`config.mk`:
```
export PLATFORM = sky130hd
export DESIGN_NAME = ecpri_frame_loader_flat
export DESIGN_NICKNAME = d
export VERILOG_FILES = /design/src/rtl/ecpri_frame_loader_if.sv /design/src/rtl/ecpri_frame_loader.sv /design/src/flat_wrapper.sv
export SDC_FILE = /design/constraint.sdc
export NUM_CORES = 1
export LEC_CHECK = 0
export ABC_CLOCK_PERIOD_IN_PS = 4000
export BUFFER_PORTS_ARGS = -buffer_cell sky130_fd_sc_hd__buf_2
export CAP_MARGIN = 20
export CORE_UTILIZATION = 30
export DETAILED_ROUTE_END_ITERATION = 10
export PLACE_DENSITY_LB_ADDON = 0.12
export SYNTH_ARGS = -nofsm -noshare
export SYNTH_HDL_FRONTEND = slang
export SYNTH_SLANG_ARGS = --single-unit
```
`constraint.sdc`:
```
create_clock -name clk -period 4 [get_ports clk]
set_input_delay 0.2 -clock clk [delete_from_list [all_inputs] [get_ports clk]]
set_output_delay 0.2 -clock clk [all_outputs]
set_load 0.1 [all_outputs]
```
`src/rtl/ecpri_frame_loader_if.sv`:
```
// Port bundle for ecpri_frame_loader: MAC-side byte stream, RAM port-0
// write controls, frame notification handshake and statistics.
interface ecpri_frame_loader_if #(
   parameter int DATA_WIDTH = 8,
   parameter int ADDR_WIDTH = 16
);
   logic                  in_valid;
   logic [DATA_WIDTH-1:0] in_data;
   logic                  in_last;
   logic                  in_err;
   logic                  in_ready;

   logic [ADDR_WIDTH-1:0] addr_0;
   logic [DATA_WIDTH-1:0] data_0;
   logic                  cs_0;
   logic                  we_0;
   logic                  oe_0;

   logic                  recv_pkt;
   logic [ADDR_WIDTH-1:0] pkt_len;
   logic                  pkt_done;

   logic [15:0]           frames_ok;
   logic [15:0]           frames_drop;

   // Stream source / buffer consumer side.
   modport master (
      output in_valid, in_data, in_last, in_err, pkt_done,
      input  in_ready, addr_0, data_0, cs_0, we_0, oe_0,
      input  recv_pkt, pkt_len, frames_ok, frames_drop
   );

   // Frame loader side.
   modport slave (
      input  in_valid, in_data, in_last, in_err, pkt_done,
      output in_ready, addr_0, data_0, cs_0, we_0, oe_0,
      output recv_pkt, pkt_len, frames_ok, frames_drop
   );
endinterface

```
`src/rtl/ecpri_frame_loader.sv`:
```
// Loads Ethernet frames byte-by-byte into port 0 of the receive packet RAM,
// keeps only eCPRI frames (EtherType 0xAEFE) of legal length, announces each
// kept frame to ecpri_rx and waits for it to release the buffer.
//
// state       | meaning
// ------------+-------------------------------------------------------------
// S_IDLE      | waiting for byte 0; a one-byte frame is dropped right here
// S_RECV      | writing bytes, checking EtherType and maximum length
// S_DISCARD   | frame already rejected, swallow bytes until in_last
// S_NOTIFY    | last write in flight; recv_pkt is raised on the next cycle
// S_WAIT_DONE | buffer owned by ecpri_rx, stream stalled until pkt_done
module ecpri_frame_loader #(
   parameter int DATA_WIDTH = 8,
   parameter int ADDR_WIDTH = 16,
   parameter int MAX_LEN    = 1500,
   parameter int MIN_LEN    = 18
) (
   input logic                 clk,
   input logic                 reset,
   ecpri_frame_loader_if.slave bus
);

   localparam logic [ADDR_WIDTH-1:0] IDX_ET_HI = ADDR_WIDTH'(12);
   localparam logic [ADDR_WIDTH-1:0] IDX_ET_LO = ADDR_WIDTH'(13);
   localparam logic [ADDR_WIDTH-1:0] MAX_L     = ADDR_WIDTH'(MAX_LEN);
   localparam logic [ADDR_WIDTH-1:0] MIN_L     = ADDR_WIDTH'(MIN_LEN);
   localparam logic [DATA_WIDTH-1:0] ET_HI     = DATA_WIDTH'(8'hAE);
   localparam logic [DATA_WIDTH-1:0] ET_LO     = DATA_WIDTH'(8'hFE);

   typedef enum logic [2:0] {
      S_IDLE,
      S_RECV,
      S_DISCARD,
      S_NOTIFY,
      S_WAIT_DONE
   } state_t;

   state_t                state;
   state_t                state_nxt;
   logic [ADDR_WIDTH-1:0] cnt;
   logic [ADDR_WIDTH-1:0] cnt_nxt;
   logic [ADDR_WIDTH-1:0] frame_len;
   logic [ADDR_WIDTH-1:0] pkt_len_q;
   logic [ADDR_WIDTH-1:0] pkt_len_nxt;
   logic                  in_ready_c;
   logic                  accept;
   logic                  hdr_bad;
   logic                  wr_en;
   logic [ADDR_WIDTH-1:0] wr_addr;
   logic                  drop;
   logic                  notify;

   logic [ADDR_WIDTH-1:0] addr_q;
   logic [DATA_WIDTH-1:0] data_q;
   logic                  cs_q;
   logic                  we_q;
   logic                  oe_q;
   logic                  recv_q;
   logic [15:0]           ok_q;
   logic [15:0]           drop_q;

   // The stream is open in every state that can take a byte.
   assign in_ready_c = (state == S_IDLE) || (state == S_RECV) || (state == S_DISCARD);
   assign accept     = bus.in_valid && in_ready_c;
   assign frame_len  = cnt + ADDR_WIDTH'(1);
   assign hdr_bad    = ((cnt == IDX_ET_HI) && (bus.in_data != ET_HI)) ||
                       ((cnt == IDX_ET_LO) && (bus.in_data != ET_LO));

   // State and byte-index registers.
   always_ff @(posedge clk) begin
      if (reset) begin
         state <= S_IDLE;
         cnt   <= '0;
      end else begin
         state <= state_nxt;
         cnt   <= cnt_nxt;
      end
   end

   // Next state, RAM write request and frame verdict.
   always_comb begin
      state_nxt   = state;
      cnt_nxt     = cnt;
      pkt_len_nxt = pkt_len_q;
      wr_en       = 1'b0;
      wr_addr     = cnt;
      drop        = 1'b0;
      notify      = 1'b0;

      unique case (state)
         S_IDLE: begin
            if (accept) begin
               wr_en   = 1'b1;
               wr_addr = '0;
               if (bus.in_last) begin
                  drop = 1'b1;
               end else begin
                  cnt_nxt   = ADDR_WIDTH'(1);
                  state_nxt = S_RECV;
               end
            end
         end

         S_RECV: begin
            if (accept) begin
               if (cnt == MAX_L) begin
                  // Oversized: this byte has no room in the buffer.
                  if (bus.in_last) begin
                     drop      = 1'b1;
                     state_nxt = S_IDLE;
                  end else begin
                     state_nxt = S_DISCARD;
                  end
               end else begin
                  wr_en = 1'b1;
                  if (bus.in_last) begin
                     if ((frame_len < MIN_L) || bus.in_err || hdr_bad) begin
                        drop      = 1'b1;
                        state_nxt = S_IDLE;
                     end else begin
                        pkt_len_nxt = frame_len;
                        state_nxt   = S_NOTIFY;
                     end
                  end else if (hdr_bad) begin
                     state_nxt = S_DISCARD;
                  end else begin
                     cnt_nxt = frame_len;
                  end
               end
            end
         end

         S_DISCARD: begin
            if (accept && bus.in_last) begin
               drop      = 1'b1;
               state_nxt = S_IDLE;
            end
         end

         S_NOTIFY: begin
            notify    = 1'b1;
            state_nxt = S_WAIT_DONE;
         end

         S_WAIT_DONE: begin
            if (bus.pkt_done) begin
               state_nxt = S_IDLE;
            end
         end

         default: begin
            state_nxt = S_IDLE;
         end
      endcase
   end

   // Registered RAM port: the write issued on an accepted beat is presented
   // for exactly one cycle, so the RAM latches it on the following edge.
   always_ff @(posedge clk) begin
      if (reset) begin
         addr_q <= '0;
         data_q <= '0;
         cs_q   <= 1'b0;
         we_q   <= 1'b0;
         oe_q   <= 1'b1;
      end else if (wr_en) begin
         addr_q <= wr_addr;
         data_q <= bus.in_data;
         cs_q   <= 1'b1;
         we_q   <= 1'b1;
         oe_q   <= 1'b0;
      end else begin
         cs_q   <= 1'b0;
         we_q   <= 1'b0;
         oe_q   <= 1'b1;
      end
   end

   // Notification pulse lands one cycle after the last write, once the
   // final byte is already in RAM; pkt_len stays put until the next frame.
   always_ff @(posedge clk) begin
      if (reset) begin
         recv_q    <= 1'b0;
         pkt_len_q <= '0;
      end else begin
         recv_q    <= notify;
         pkt_len_q <= pkt_len_nxt;
      end
   end

   // Saturating frame statistics.
   always_ff @(posedge clk) begin
      if (reset) begin
         ok_q   <= '0;
         drop_q <= '0;
      end else begin
         if (notify && (ok_q != 16'hFFFF)) begin
            ok_q <= ok_q + 16'd1;
         end
         if (drop && (drop_q != 16'hFFFF)) begin
            drop_q <= drop_q + 16'd1;
         end
      end
   end

   assign bus.in_ready    = in_ready_c;
   assign bus.addr_0      = addr_q;
   assign bus.data_0      = data_q;
   assign bus.cs_0        = cs_q;
   assign bus.we_0        = we_q;
   assign bus.oe_0        = oe_q;
   assign bus.recv_pkt    = recv_q;
   assign bus.pkt_len     = pkt_len_q;
   assign bus.frames_ok   = ok_q;
   assign bus.frames_drop = drop_q;

endmodule

```
`src/flat_wrapper.sv`:
```
// flat-port wrapper written by rule: the top's interface ports become plain ports
module ecpri_frame_loader_flat 
#(
   parameter int DATA_WIDTH = 8,
   parameter int ADDR_WIDTH = 16,
   parameter int MAX_LEN    = 1500,
   parameter int MIN_LEN    = 18
)
  (clk, reset, bus_in_valid, bus_in_data, bus_in_last, bus_in_err, bus_pkt_done, bus_in_ready, bus_addr_0, bus_data_0, bus_cs_0, bus_we_0, bus_oe_0, bus_recv_pkt, bus_pkt_len, bus_frames_ok, bus_frames_drop);
  ecpri_frame_loader_if #(.DATA_WIDTH(DATA_WIDTH), .ADDR_WIDTH(ADDR_WIDTH)) bus_i ();
  input logic clk;
  input logic reset;
  input wire logic [$bits(bus_i.in_valid)-1:0] bus_in_valid;
  input wire logic [$bits(bus_i.in_data)-1:0] bus_in_data;
  input wire logic [$bits(bus_i.in_last)-1:0] bus_in_last;
  input wire logic [$bits(bus_i.in_err)-1:0] bus_in_err;
  input wire logic [$bits(bus_i.pkt_done)-1:0] bus_pkt_done;
  output wire logic [$bits(bus_i.in_ready)-1:0] bus_in_ready;
  output wire logic [$bits(bus_i.addr_0)-1:0] bus_addr_0;
  output wire logic [$bits(bus_i.data_0)-1:0] bus_data_0;
  output wire logic [$bits(bus_i.cs_0)-1:0] bus_cs_0;
  output wire logic [$bits(bus_i.we_0)-1:0] bus_we_0;
  output wire logic [$bits(bus_i.oe_0)-1:0] bus_oe_0;
  output wire logic [$bits(bus_i.recv_pkt)-1:0] bus_recv_pkt;
  output wire logic [$bits(bus_i.pkt_len)-1:0] bus_pkt_len;
  output wire logic [$bits(bus_i.frames_ok)-1:0] bus_frames_ok;
  output wire logic [$bits(bus_i.frames_drop)-1:0] bus_frames_drop;
  assign bus_i.in_valid = bus_in_valid;
  assign bus_i.in_data = bus_in_data;
  assign bus_i.in_last = bus_in_last;
  assign bus_i.in_err = bus_in_err;
  assign bus_i.pkt_done = bus_pkt_done;
  assign bus_in_ready = bus_i.in_ready;
  assign bus_addr_0 = bus_i.addr_0;
  assign bus_data_0 = bus_i.data_0;
  assign bus_cs_0 = bus_i.cs_0;
  assign bus_we_0 = bus_i.we_0;
  assign bus_oe_0 = bus_i.oe_0;
  assign bus_recv_pkt = bus_i.recv_pkt;
  assign bus_pkt_len = bus_i.pkt_len;
  assign bus_frames_ok = bus_i.frames_ok;
  assign bus_frames_drop = bus_i.frames_drop;
  ecpri_frame_loader #(.DATA_WIDTH(DATA_WIDTH), .ADDR_WIDTH(ADDR_WIDTH), .MAX_LEN(MAX_LEN), .MIN_LEN(MIN_LEN)) u_core (.clk(clk), .reset(reset), .bus(bus_i));
endmodule
```
==> flow_metrics.py <==
metrics = {
    "status": {
        "status": "complete, but fails checks",
        "failed_checks": "DRC",
    },
    "power_and_ir_drop": {
        "combPwrFrac_pct": 8.5,
        "switchingPower_mw": 0.484,
        "p_clk_share_pct": 42.3,
        "leakage_nw": 2.23,
        "swShare_pct": 24.9,
        "cellInternalPower_mw": 1.46,
        "vdd_ir_drop_max_uv": 249,
        "seq_power_share_pct": 49.2,
        "powerDensity_nw_per_um2": 360,
    },
    "critical_path": {
        "crit_fanout": 30,
        "crit_type": "flop to flop",
        "crit_slowest_cell": "dfxtp_1",
        "cp.required_ps": 4200,
        "cpPeakStageDelay_ps": 520,
        "r2r_setup_slack_ps": 600,
        "cp.arrival_ps": 3610,
        "crit_chain": "ha_1, nand4_4, or4_1, o311a_1, o2111a_2, a2111o_1, nor2_2, buf_4, mux2i_1, nor2_1",
        "cp-start-kind": "flop",
        "end_kind": "flop",
    },
    "global_routing": {
        "grt_pass1_vias": 3605,
        "track_usage_pct": 14.9,
        "antenna_found_initial": 0,
        "overflow": 0,
        "grt_max_degree": 63,
        "grt_pass1_wl_mm": 18.6,
    },
    "synthesis": {
        "synth.distinct_cells": 59,
        "synth_cells": 516,
        "synth_top_area_share_pct": 41.4,
        "synthXorXnorAreaFrac_pct": 7.32,
        "synth_compound_area_share_pct": 16.1,
        "syn_nets": 535,
        "async_flop_share_pct": 0,
        "yosysWarnings": 0,
        "yosys.cell_count.top_type": "dfxtp_1",
        "synth_area_leaders": "dfxtp_1 (41%), nor2_1 (7.7%), a211oi_2 (3.9%), xnor2_1 (3.9%), xor2_1 (3.5%)",
        "synth_top_family_by_area": "simple AND/OR/NAND/NOR gates",
        "avgSynthCellArea_um2": 8.81,
        "syn_area_um2": 4550,
        "synthAdderAreaFrac_pct": 1.38,
        "synth_top_flop_cell": "dfxtp_1",
        "synth_seq_cells": 94,
        "synth_edf_count": 0,
        "synth_mux_area_share_pct": 4.13,
        "ys_seq_area_share_pct": 41.4,
        "synthSimpleGateAreaFrac_pct": 24.5,
        "synth_commonest_cells": "dfxtp_1 (94), nor2_1 (93), nand2_1 (29), a21oi_1 (27), xnor2_1 (20)",
        "synth_top_area_cell": "dfxtp_1",
    },
    "route": {
        "drtAntennaViolNets": 0,
        "drt_first_pass_iters": 9,
        "via_count": 3822,
        "drt_iter0_drc": 216,
        "routed_via_density": 4.91,
        "routedWlPerCell_um": 14.4,
        "wirelength_mm": 11.2,
        "drc": 2,
    },
    "timing": {
        "hold_viol": 0,
        "layout_min_cycle_time_ps": 3400,
        "tightestPinTransition_ps": 739,
        "maxSlewViolCount": 0,
        "skew_ps": 6.73,
        "finalSetupTns_ps": 0,
        "finalCritPeriodShare_pct": 85.1,
        "hold_slack_ps": 99.2,
        "fmax_mhz": 294,
        "grt_setup_unrepaired": "false",
        "setup_viol": 0,
        "slew-limit-headroom_pct": 50.7,
    },
    "placement": {
        "gp_congestion": 0.808,
        "io_buffers": 90,
        "place_inst": 762,
        "dp.final_hpwl_mm": 8.04,
    },
    "clock_network": {
        "clkLatencyLatePin_ps": 350,
        "clock-sinks": 94,
        "tritoncts": "done",
        "cts_inserted_buffers": 9,
        "cts_max_level": 3,
        "path_clk_slew_ps": 60,
        "ctsHoldBuffers": 0,
        "clockRootBuffer": "clkbuf_16",
        "cts_setup_buffers": 0,
        "clockBufferDepth": 2,
        "post_cts_resized": 0,
    },
    "die": {
        "die_h_um": 125,
        "num_rows": 44,
        "initial_core_util_pct": 31.0,
        "coreArea_um2": 14600,
        "die_w_um": 125,
        "ioPinCount": 91,
        "die-area_um2": 15700,
    },
    "final_layout": {
        "drive_gt1_share_pct": 23.9,
        "fin_nets": 608,
        "instances_no_fill": 778,
        "diodes": 0,
        "area_delta_synth_final_pct": 18.6,
    },
    "job": {
        "drv_cap": 0,
    },
    "hold_path": {
        "min_path_type": "input pin to flop",
    },
}
[metrics by stage]
| stage | total power [mW] | setup slack [ps] | instance area [um^2] | util, % |
|---|---|---|---|---|
| 2_1_floorplan | 1.10 | 460 | 4550 | - |
| 3_3_place_gp | 1.14 | 709 | 5110 | 34.9 |
| 3_5_place_dp | 1.14 | 586 | 5110 | 34.9 |
| 4_1_cts | 1.97 | 590 | 5390 | 36.8 |
| 5_1_grt | 2.02 | 327 | 5390 | 36.8 |
| 6_report | 1.94 | 597 | 5390 | 36.8 |
[path summary, 6_finish.rpt]
kind,start,depth (start not counted),end
hold reg to reg,u_core.bus.addr_0[8],1,u_core.bus.addr_0[8]
setup / recovery,u_core.cnt[0],10,u_core.bus.pkt_len[1]
setup reg to reg,u_core.cnt[0],10,u_core.bus.pkt_len[1]
hold / removal,bus_in_data[1],3,u_core.bus.data_0[1]
[final cells by class]
cell class                 instances  area, um^2
fill                            1512        9250
multi-input combinational        375        2440
sequential                        94        1880
timing repair buffer             101         533
clock buffer                      16         282
tap                              184         230
inverter                           8        30.0
[layout by cell type, fill, tap and decap left out, types with 3 or more instances in the layout]
| master | n |
|---|---|
| mux2i_1 | 12 |
| nand3_1 | 19 |
| dfxtp_1 | 94 |
| a22o_1 | 16 |
| nand4_1 | 9 |
| mux2_1 | 5 |
| inv_1 | 8 |
| and4_1 | 3 |
| a211oi_2 | 14 |
| or4_1 | 3 |
| buf_2 | 90 |
| clkbuf_1 | 4 |
| a31oi_1 | 5 |
| ha_1 | 5 |
| nand2_1 | 29 |
| nand3b_1 | 9 |
| and3_1 | 10 |
| nor2_1 | 93 |
| nor3_1 | 12 |
| clkbuf_16 | 9 |
| nor2b_1 | 6 |
| xor2_1 | 18 |
| or3_1 | 4 |
| buf_4 | 11 |
| clkbuf_8 | 3 |
| a21oi_1 | 27 |
| o21ai_0 | 17 |
| and2_1 | 4 |
| xnor2_1 | 20 |
[per-layer routing]
metal	vias up	GRT usage (%)	part of all wire, %	wire length, um
met5	-	0	0	0
met4	0	4.88	1.4	157
met3	10	5.22	5.0	557
met2	63	23.6	46	5140
met1	1780	19.0	48	5370
li1	1969	-	-	-
[power by group through the flow]
stage / logic [mW] / registers (mW) / clock network, mW
floorplan: 0.0710 / 1.03 / 0
global placement: 0.165 / 0.976 / 0
detailed placement: 0.166 / 0.976 / 0
CTS: 0.166 / 0.955 / 0.851
global route: 0.176 / 0.957 / 0.891
finish: 0.164 / 0.955 / 0.822
[logic make-up (layout without fill, tap and decap cells)]
group | Yosys count | after routing
AO/OA/AOI/OAI | 97 | 97
adder cells (fa/ha/maj) | 5 | 5
multiplexers | 18 | 18
flip-flops | 94 | 94
AND/OR/NAND/NOR | 217 | 217
XOR/XNOR | 38 | 38
buffers and inverters | 47 | 125
[registers in the layout, summed over array words and instances (netlist names)]
register / count
u_core.bus.data_0: 8
u_core.cnt: 16
u_core.state: 3
u_core.bus.frames_drop: 16
u_core.bus.addr_0: 16
u_core.bus.frames_ok: 16
u_core.bus.cs_0: 1
u_core.bus.recv_pkt: 1
u_core.bus.pkt_len: 16
u_core.bus.oe_0: 1
[worst max-delay path, delay by kind of cell, from the launching register on]
kind	cells	cell delay, ps
and+or+nand+nor	4	890
AOI/OAI and AO/OA	3	760
DFF	1	520
adders and majority gates	1	500
buffers and inverters	1	350
muxes	1	230
(Power assumes the default switching activity.)
